`config.mk`:
```
export PLATFORM = sky130hd
export DESIGN_NAME = wb_initiator
export DESIGN_NICKNAME = d
export VERILOG_FILES = /design/src/rtl/wb_initiator_pkg.sv /design/src/rtl/wb_initiator.sv
export SDC_FILE = /design/constraint.sdc
export NUM_CORES = 1
export LEC_CHECK = 0
export CAP_MARGIN = 20
export CELL_PAD_IN_SITES_DETAIL_PLACEMENT = 0
export CELL_PAD_IN_SITES_GLOBAL_PLACEMENT = 1
export CORE_UTILIZATION = 32
export CTS_BUF_LIST = sky130_fd_sc_hd__clkbuf_2
export DETAILED_ROUTE_END_ITERATION = 12
export GPL_TIMING_DRIVEN = 0
export HOLD_SLACK_MARGIN = 0.06
export PLACE_DENSITY = 0.82
export SYNTH_ARGS = -nofsm -noshare
export SYNTH_HDL_FRONTEND = slang
export SYNTH_SLANG_ARGS = --single-unit
```
`constraint.sdc`:
```
create_clock -name clk -period 2 [get_ports clk]
set_input_delay 0.4 -clock clk [delete_from_list [all_inputs] [get_ports clk]]
set_output_delay 0.4 -clock clk [all_outputs]
set_load 0.005 [all_outputs]
```
`src/rtl/wb_initiator_pkg.sv`:
```
// Shared definitions for the Wishbone single-transfer initiator: state encoding,
// bus widths and the user-area register map it normally talks to.
package wb_initiator_pkg;

    typedef enum logic [1:0] {
        IDLE = 2'd0,
        BUS  = 2'd1,
        RESP = 2'd2
    } state_t;

    localparam int unsigned ADR_W = 32;
    localparam int unsigned DAT_W = 32;
    localparam int unsigned SEL_W = 4;

    localparam logic [ADR_W-1:0] REG_A_ADDR = 32'h3003_0004;
    localparam logic [ADR_W-1:0] REG_B_ADDR = 32'h3003_0008;
    localparam logic [ADR_W-1:0] REG_C_ADDR = 32'h3003_000C;

endpackage

```
`src/rtl/wb_initiator.sv`:
```
// Wishbone classic initiator: one read or write at a time from a command port.
// Optional ack timeout abort is enabled by defining WB_TIMEOUT_EN.
module wb_initiator
    import wb_initiator_pkg::*;
#(
    parameter int unsigned TIMEOUT_CYCLES = 255,
    parameter int unsigned CNT_W          = 16
) (
    input  logic             clk,
    input  logic             rst_n,
    input  logic             cmd_valid,
    output logic             cmd_ready,
    input  logic             cmd_we,
    input  logic [ADR_W-1:0] cmd_addr,
    input  logic [DAT_W-1:0] cmd_wdata,
    input  logic [SEL_W-1:0] cmd_sel,
    output logic             rsp_valid,
    output logic [DAT_W-1:0] rsp_rdata,
    output logic             rsp_err,
    output logic             wbm_cyc_o,
    output logic             wbm_stb_o,
    output logic             wbm_we_o,
    output logic [ADR_W-1:0] wbm_adr_o,
    output logic [DAT_W-1:0] wbm_dat_o,
    output logic [SEL_W-1:0] wbm_sel_o,
    input  logic [DAT_W-1:0] wbm_dat_i,
    input  logic             wbm_ack_i,
    output logic [CNT_W-1:0] txn_count
);

    state_t state, state_next;
    logic   timeout_hit;

`ifdef WB_TIMEOUT_EN
    logic [15:0] wait_cnt;

    // Abort on the last waiting cycle unless ack arrives on that same edge.
    assign timeout_hit = (state == BUS) && !wbm_ack_i &&
                         (wait_cnt == 16'(TIMEOUT_CYCLES - 1));

    always_ff @(posedge clk or negedge rst_n) begin
        if (!rst_n) begin
            wait_cnt <= '0;
        end else if (state != BUS) begin
            wait_cnt <= '0;
        end else if (!wbm_ack_i) begin
            wait_cnt <= wait_cnt + 16'd1;
        end
    end
`else
    assign timeout_hit = 1'b0;
`endif

    assign cmd_ready = (state == IDLE);

    always_ff @(posedge clk or negedge rst_n) begin
        if (!rst_n) begin
            state <= IDLE;
        end else begin
            state <= state_next;
        end
    end

    always_comb begin
        state_next = state;
        case (state)
            IDLE:    if (cmd_valid) state_next = BUS;
            BUS:     if (wbm_ack_i || timeout_hit) state_next = RESP;
            RESP:    state_next = IDLE;
            default: state_next = IDLE;
        endcase
    end

    always_ff @(posedge clk or negedge rst_n) begin
        if (!rst_n) begin
            wbm_cyc_o <= 1'b0;
            wbm_stb_o <= 1'b0;
            wbm_we_o  <= 1'b0;
            wbm_adr_o <= '0;
            wbm_dat_o <= '0;
            wbm_sel_o <= '0;
            rsp_valid <= 1'b0;
            rsp_rdata <= '0;
            rsp_err   <= 1'b0;
            txn_count <= '0;
        end else begin
            rsp_valid <= 1'b0;
            case (state)
                IDLE: begin
                    if (cmd_valid) begin
                        wbm_cyc_o <= 1'b1;
                        wbm_stb_o <= 1'b1;
                        wbm_we_o  <= cmd_we;
                        wbm_adr_o <= cmd_addr;
                        wbm_dat_o <= cmd_wdata;
                        wbm_sel_o <= cmd_sel;
                    end
                end
                BUS: begin
                    if (wbm_ack_i) begin
                        wbm_cyc_o <= 1'b0;
                        wbm_stb_o <= 1'b0;
                        wbm_we_o  <= 1'b0;
                        rsp_valid <= 1'b1;
                        rsp_err   <= 1'b0;
                        rsp_rdata <= wbm_we_o ? '0 : wbm_dat_i;
                        txn_count <= txn_count + CNT_W'(1);
                    end else if (timeout_hit) begin
                        wbm_cyc_o <= 1'b0;
                        wbm_stb_o <= 1'b0;
                        wbm_we_o  <= 1'b0;
                        rsp_valid <= 1'b1;
                        rsp_err   <= 1'b1;
                        rsp_rdata <= '0;
                    end
                end
                default: ;
            endcase
        end
    end

endmodule

```
; ---- After elaboration in Yosys (flattened, before gate mapping)
; Index checks and enable logic that the tools add are counted.
[word_totals]
latchBits = 0
ram_bits = 0
memories = 0
regBits = 121
rom_bits = 0
inputBits = 105
[classes]
div_mod_pow = 0
reduce_logical = 6
n_addsub = 1
n_mul = 0
order_cmp = 0
n_eq_ne = 3
muxes = 11
n_shift = 0
bitwise = 0
[ops]
columns = operator, count
row1 = 32-bit 2-to-1 mux, 1
row2 = "16-bit by 1-bit adder with 16-bit output, second input constant", 1
row3 = 2-bit AND reduction, 3
row4 = 1-bit 2-to-1 mux, 5
row5 = 2-bit 2-to-1 mux, 2
row6 = "2-bit inequality test, second input constant", 2
row7 = 1-bit case mux with 2 select lines, 2
row8 = 2-bit case mux with 2 select lines, 1
row9 = 3-bit AND reduction, 1
row10 = "2-bit by 1-bit == test with 1-bit output, second input constant", 1
row11 = 2-bit zero test, 1
row12 = 2-bit nonzero test, 1

; ---- Depth between registers and ports, before layout
; Gate-level depths: netlist of run 1.
[depth]
word_depth = 3
ltp_mapped = 6

; ---- Least setup slack after synthesis of run 1
; No wires, ideal clock.
[synth_timing]
path_type = flip-flop to flip-flop
start = reg state[0]
end = reg wbm_adr_o[0]
path_buffers = 2
arrival_time_ps = 1385
path_slack_ps = 490
period_less_slack_ps = 1510
path_stages_with_launch = 6
path_cell_list = dfrtp_1 > nor2_1 > and2_1 > buf_2 > buf_6 > mux2_2
[synth_between]
elab_chain_cells = 2
[synth_lines]
columns = item, line_no
row1 = "start, declared", wb_initiator.sv:31  ; state_t state, state_next;
row2 = "start signal, assigned", wb_initiator.sv:60  ; state <= state_next;
row3 = 2-bit zero test, --
row4 = named net cmd_ready, wb_initiator.sv:12  ; output logic cmd_ready,
row5 = 2-bit AND reduction (no source line), --
row6 = "end signal, assigned", wb_initiator.sv:94  ; wbm_adr_o <= cmd_addr;
row7 = "end, declared", wb_initiator.sv:23  ; output logic [ADR_W-1:0] wbm_adr_o,
; The timed path passes the listed nets, and every way through them passes these cells.
; A chain may end at the register's enable or synchronous reset.

; ---- Worst setup path after layout of run 1
[layout_timing]
start = reg state[0]
end = out cmd_ready
[layout_between]
elab_chain_cells = 1
[layout_lines]
columns = item, line_no
row1 = 2-bit zero test, wb_initiator.sv:54  ; assign cmd_ready = (state == IDLE);
row2 = "end, declared", wb_initiator.sv:12
; No other way between the ends.

==> impl_results.md, run 1 <==
* Int Power at 5.27 mW
* CTS tree: yes
* Sequential-to-total area share from yosys stat at 0.630
* Least-Margin Pin Slew at 0.571 ns
* # nets final at 740
* Switching Power at 2.16 mW
* Most frequent cells after synthesis: 121 x dfrtp_1, 63 x mux2_2, 42 x nand2_1
* Cell taking the most area after synthesis: dfrtp_1
* Leakage at 3.61 nW
* PortBufs at 225
* Vias in the first global route at 3943
* Net Count, Synth at 468
* Initial DRC count at 97
* Flop-to-flop setup slack at 0.29 ns
* HPWL Detailed at 9150 µm
* Unique masters post-synth at 26
* P&R area growth vs syn at 58.2%
* Worst r2r src: txn_count[0]
* Die Wd at 125 µm
* Crit path max fanout at 2
* Gr ovfl total at 0
* Remaining DRCs at 0
* Setup crit end kind: primary output
* Root Buffer Master: clkbuf_2
* Initial antenna violation count at 0
* Worst EP required at 1.60 ns
* Fill cells at 1322
* Crit path arrival time at 1.42 ns
* Post-layout min period at 1.82 ns
* Crit path max-delay cell type: dfrtp_1
* CP delay by family, top: flip-flops
* N_diodes at 0
* Flops & latches, synth at 121
* Syn. warnings at 0
* WL/cell at 15.1 µm
* Crit-path cells: nor2_1, dlygate4sd2_1
* H-tree Lvls at 4
* Mapped cell area at 0.00480 mm²
* First-pass GRT wire length at 20900 µm
* Top Layer Used: met4
* Pre-antenna DRT Iters at 4
* Final Cycle Share at 0.909
* Rows at 44
* Seq. cell area at 0.00303 mm²
* Largest net degree at the start of global routing at 62
* Worst R2R Path Depth at 6
* Post-DRT Antenna Nets at 0
* Count leader, synth: dfrtp_1
* Post-synth top area share at 0.630
* Syn Area/Cell at 13.3 µm²
* Clk slew on worst S/H paths at 0.18 ns
* Final WL at 12500 µm
* Clock share of power at 0.206
* CP Class: reg -> out
* Synth async-reset ratio at 1.00
* CP Launch Type: register
* Area contributors post-synth: dfrtp_1 63%, mux2_2 15%, nand2b_1 4.2%
* Total I/O pin count at 227
* Core area at 0.0146 mm²
* CTS max path bufs at 2
* Hold Vio Cnt, Final at 0
* Peak supply drop at 0.424 mV
* Slew HR at 0.619
* Max-slew violations at 0
* Worst skew pair latency at 0.66 ns
* Comb pwr share at 0.331
* DR WL met3 at 1170 µm
* Die ar. at 0.0155 mm²
* Cell Area, Placed at 0.00731 mm²
* Worst Clk Skew at 0.0263 ns
* Post-synth top flop: dfrtp_1
* CP max stage delay at 0.41 ns
* Syn Inst Count at 362
* Vias/cell at 4.40
* Die Y at 125 µm
* CTS sink cnt at 121
* Hold WC Path Type: in -> async
* Final instance area at 0.00760 mm²
* Vias at 3649
* Final setup vio count at 0
* WL met2 at 6030 µm
* Fmax at 0.550 GHz
* Setup TNS Final at 0 ns
* CP Buf/Inv Count at 1
* Share of cells above drive strength 1 at 0.211
* Max-cap violations at 0
* Pwr dens at 978 mW/mm²
* Area of the multi-input gates at 0.00162 mm²
* Number of synthesized flops with an enable pin at 0
* Register share of total power at 0.463
* R2R Path End: txn_count[14]
* RSZ-0062 raised after global routing: false
* Final Wtd Congestion at 0.726
* TritonCTS buffer count at 17
* M1 WL at 5160 µm
* Total GRT Usage at 0.173
* Status: finished, final reports clean
* Switching part of the total at 0.291
* Starting Density at 0.329
## logic make-up after synthesis
kind of cell    Yosys count  share of synthesized area
other cells               1                   0.000781
mux                      69                      0.161
compound gates           34                     0.0359
flops                   121                      0.630
fa+ha+maj                 1                    0.00260
xor+xnor                 15                     0.0273
simple gates             97                      0.108
buf+inv                  24                     0.0331
## worst max-delay path by stage
stage,start,end,slack [ns],depth (start not counted)
global placement,rst_n,wbm_adr_o[11],-4.18,1
finish,state[0],cmd_ready,0.18,2
floorplan,state[0],wbm_adr_o[0],0.49,5
CTS,wbm_stb_o,wbm_stb_o,0.03,2
global route,state[0],cmd_ready,0.03,2
detailed placement,wbm_ack_i,txn_count[9],-0.02,6
## routing by layer
metal  vias up  global-route usage
li1       1761                   -
met1      1715               0.199
met2       163               0.281
met3        10              0.0782
met4         0              0.0638
met5         -                   0
## worst register-to-register path, stage by stage (launching register included)
cell and delay, ns:
dfrtp_2 0.40, buf_4 0.14, ha_1 0.17, nand3_1 0.17, nor4_2 0.42, nand3_1 0.15
xnor2_1 0.15
## cells in the final DEF (no fill, tap or decap), types with 6 or more instances in the layout
master           synthesis  layout
buf_4                    2      28
buf_6                    8       9
clkbuf_1                10      10
clkbuf_2                 0      18
clkdlybuf4s50_1          0     103
clkinv_1                 0       6
dfrtp_1                121     116
dlygate4sd2_1            0     121
mux2_2                  63      63
nand2_1                 42      42
nand2b_1                32      32
nand3_1                  9       9
o21ai_0                 33      33
xnor2_1                 10      10
## power groups by stage
stage                     registers [mW]  logic (mW)  clock network, mW
after global routing                3.55        2.71               1.73
after floorplan                     3.59       0.835                  0
after detailed placement            3.58        2.76                  0
after global placement              3.54        2.72                  0
after CTS                           3.45        2.52               1.61
final                               3.44        2.46               1.53
## what timing repair did
item	in CTS	in global routing
pin swaps	0	0
hold endpoints to repair	60	0
resized for setup	126	0
setup endpoints to repair	121	1
buffers inserted	27	0
hold buffers	1	0
## stage by stage
stage	setup slack (ns)	instances	utilization	hold slack, ns	total power, mW
after detailed placement	-0.0164	772	0.501	0.420	6.34
after global placement	-4.18	771	0.499	0.440	6.26
final	0.183	830	0.521	0.259	7.43
after floorplan	0.490	362	-	0.104	4.43
after global routing	0.0270	830	0.521	0.187	7.98
after CTS	0.0289	831	0.521	0.168	7.59
## registers in the layout, indices dropped and copies added, names as in the netlist
signal,flops
rsp_rdata,32
rsp_valid,1
state,2
txn_count,16
wbm_adr_o,32
wbm_dat_o,32
wbm_sel_o,4
wbm_stb_o,1
wbm_we_o,1
## layout make-up
class,count,share of cell area
timing repair buffer,254,0.308
sequential,121,0.399
inverter,3,0.00148
clock inverter,13,0.0178
clock buffer,18,0.0119
multi-input combinational,217,0.213
tap,184,0.0303
buffer,20,0.0184
(Power assumes the default switching activity.)
==> run 2, diff against run 1 <==
Settings changed: PLACE_DENSITY 0.82 to not set, PLACE_DENSITY_LB_ADDON set to 0.1.
==> run 2 against run 1 <==
Net effect:
- first-iteration DRC count shrank 39%
- flip-flop and latch count unchanged
- final cell count up 0.36%
- die area is the same
- routed wire length grew 0.87%
- worst setup slack got worse by 0.00090 ns
- critical path depth unchanged
- combinational power about the same
- clock-buffer cell count increased by 1
- sequential share of layout area rose by 0.16 points
- non-clock buffer count increased by 2
- critical path type unchanged
- largest cell class unchanged
==> impl_results.md, run 2 (synthesis results as in run 1) <==
* Clk slew on worst S/H paths at 0.18 ns
* Starting Density at 0.329
* Crit path max-delay cell type: dfrtp_1
* Share of cells above drive strength 1 at 0.219
* Vias in the first global route at 3951
* WL/cell at 15.1 µm
* Number of cells on the critical path at 2
* Setup TNS Final at 0 ns
* CTS sink cnt at 121
* Post-DRT Antenna Nets at 0
* Worst skew pair latency at 0.67 ns
* Vias/cell at 4.44
* Root Buffer Master: clkbuf_2
* Pwr Total at 7.21 mW
* Hold_ws at 0.216 ns
* CP Class: reg -> out
* Area of the multi-input gates at 0.00162 mm²
* Biggest regs: rsp_rdata: 32 flops, wbm_adr_o: 32 flops, wbm_dat_o: 32 flops
* Commonest non-fill, non-tap cell in the layout: dlygate4sd2_1
* Slew HR at 0.659
* Flop-to-flop setup slack at 0.30 ns
* Worst setup path endpoint: cmd_ready
* Rows at 44
* CP Launch Type: register
* CTS tree: yes
* Hold WC Path Type: in -> async
* Peak supply drop at 0.384 mV
* Pre-antenna DRT Iters at 4
* CTS max path bufs at 2
* Seq. cell area at 0.00304 mm²
* Register share of total power at 0.477
* Hold Vio Cnt, Final at 0
* HPWL Detailed at 9180 µm
* Max-cap violations at 0
* Die Wd at 125 µm
* Status: finished, final reports clean
* Largest net degree at the start of global routing at 72
* TritonCTS buffer count at 17
* CP Buf/Inv Count at 1
* Remaining DRCs at 0
* Cells after DPL at 772
* First-pass GRT wire length at 20800 µm
* Worst Setup SP: state[0]
* Total I/O pin count at 227
* Final Wtd Congestion at 0.719
* Worst EP required at 1.60 ns
* Final setup vio count at 0
* Post-layout min period at 1.82 ns
* Crit path arrival time at 1.42 ns
* Switching part of the total at 0.300
* Initial DRC count at 59
* Comb pwr share at 0.342
* Least-Margin Pin Slew at 0.511 ns
* Worst r2r src: txn_count[1]
* Final Worst Setup Slack at 0.182 ns
* Core area at 0.0146 mm²
* Final Cycle Share at 0.909
* Int Power at 5.04 mW
* Place WS at -0.0106 ns
* Max-slew violations at 0
* CP max stage delay at 0.41 ns
* H-tree Lvls at 4
* N_diodes at 0
* Initial antenna violation count at 0
* Crit path max fanout at 2
* # nets final at 742
* Leakage at 3.61 nW
* Crit-path cells: nor2_1, clkdlybuf4s15_1
* Die Y at 125 µm
* PortBufs at 225
* R2R Path End: txn_count[14]
* Commonest non-fill, non-tap cells in the layout: 119 x dlygate4sd2_1, 115 x dfrtp_1, 103 x clkdlybuf4s50_1, 63 x mux2_2, 42 x nand2_1
* CP delay by family, top: flip-flops
* P&R area growth vs syn at 57.6%
* Clock share of power at 0.180
* Total GRT Usage at 0.174
* Vias at 3696
* Gr ovfl total at 0
* Fill cells at 1340
* RSZ-0062 raised after global routing: false
* Worst Clk Skew at 0.0299 ns
* Die ar. at 0.0155 mm²
* Pwr dens at 952 mW/mm²
* Fmax at 0.550 GHz
* Fin cells at 833
* Worst R2R Path Depth at 6
* Setup crit end kind: primary output
* Final WL at 12600 µm
* Switching Power at 2.16 mW
==> run 2: cell count changes in the layout (fill, tap and decap cells not counted) <==
| cell | previous run | this run |
|---|---|---|
| dfrtp_2 | 5 | 6 |
| clkinv_1 | 6 | 5 |
| bufinv_16 | 3 | 1 |
| clkbuf_2 | 18 | 19 |
| clkinv_2 | 3 | 6 |
| clkdlybuf4s15_1 | 0 | 1 |
| dfrtp_1 | 116 | 115 |
| dlygate4sd2_1 | 121 | 119 |
| buf_4 | 28 | 31 |
==> run 2: worst min path at each step <==
stage | start | endpoint | slack, ns | cells after the start
2_1_floorplan | rst_n | rsp_rdata[0] | 0.10 | 0
3_3_place_gp | state[1] | state[0] | 0.45 | 1
3_5_place_dp | rst_n | wbm_adr_o[15] | 0.38 | 1
4_1_cts | rst_n | wbm_adr_o[15] | 0.13 | 2
5_1_grt | rst_n | wbm_adr_o[15] | 0.16 | 2
6_report | rst_n | wbm_adr_o[15] | 0.22 | 2
==> run 2: area by class of cell <==
cell class / count / share of cell area
Clock buffer: 19 / 0.0126
Buffer: 21 / 0.0195
Timing Repair Buffer: 255 / 0.310
Inverter: 3 / 0.00149
Tap cell: 184 / 0.0304
Multi-Input combinational cell: 217 / 0.213
Sequential cell: 121 / 0.401
Clock inverter: 13 / 0.0114
==> run 2: through the flow <==
stage | util | instance area (µm²)
floorplan | - | 4800
global placement | 0.499 | 7290
detailed placement | 0.501 | 7310
CTS | 0.519 | 7570
global route | 0.519 | 7570
finish | 0.519 | 7570
==> run 2: power by group through the flow <==
stage	registers (mW)	clock network (mW)	logic (mW)
global placement	3.56	0	2.73
CTS	3.45	1.39	2.53
detailed placement	3.58	0	2.76
global route	3.56	1.50	2.71
floorplan	3.59	0	0.835
finish	3.44	1.30	2.47
==> run 2: repair_timing <==
action | CTS | global route
setup endpoints to repair | 121 | 2
endpoints found under the hold margin | 119 | 0
resized for setup | 129 | 1
buffers inserted | 28 | 1
hold buffers | 1 | 0
==> run 2: routing by layer <==
metal / up-vias / GRT usage / wire, µm
met5: - / 0 / 0
met4: 0 / 0.0595 / 106
met3: 7 / 0.0722 / 1010
met2: 156 / 0.273 / 6000
met1: 1764 / 0.214 / 5490
li1: 1769 / - / -
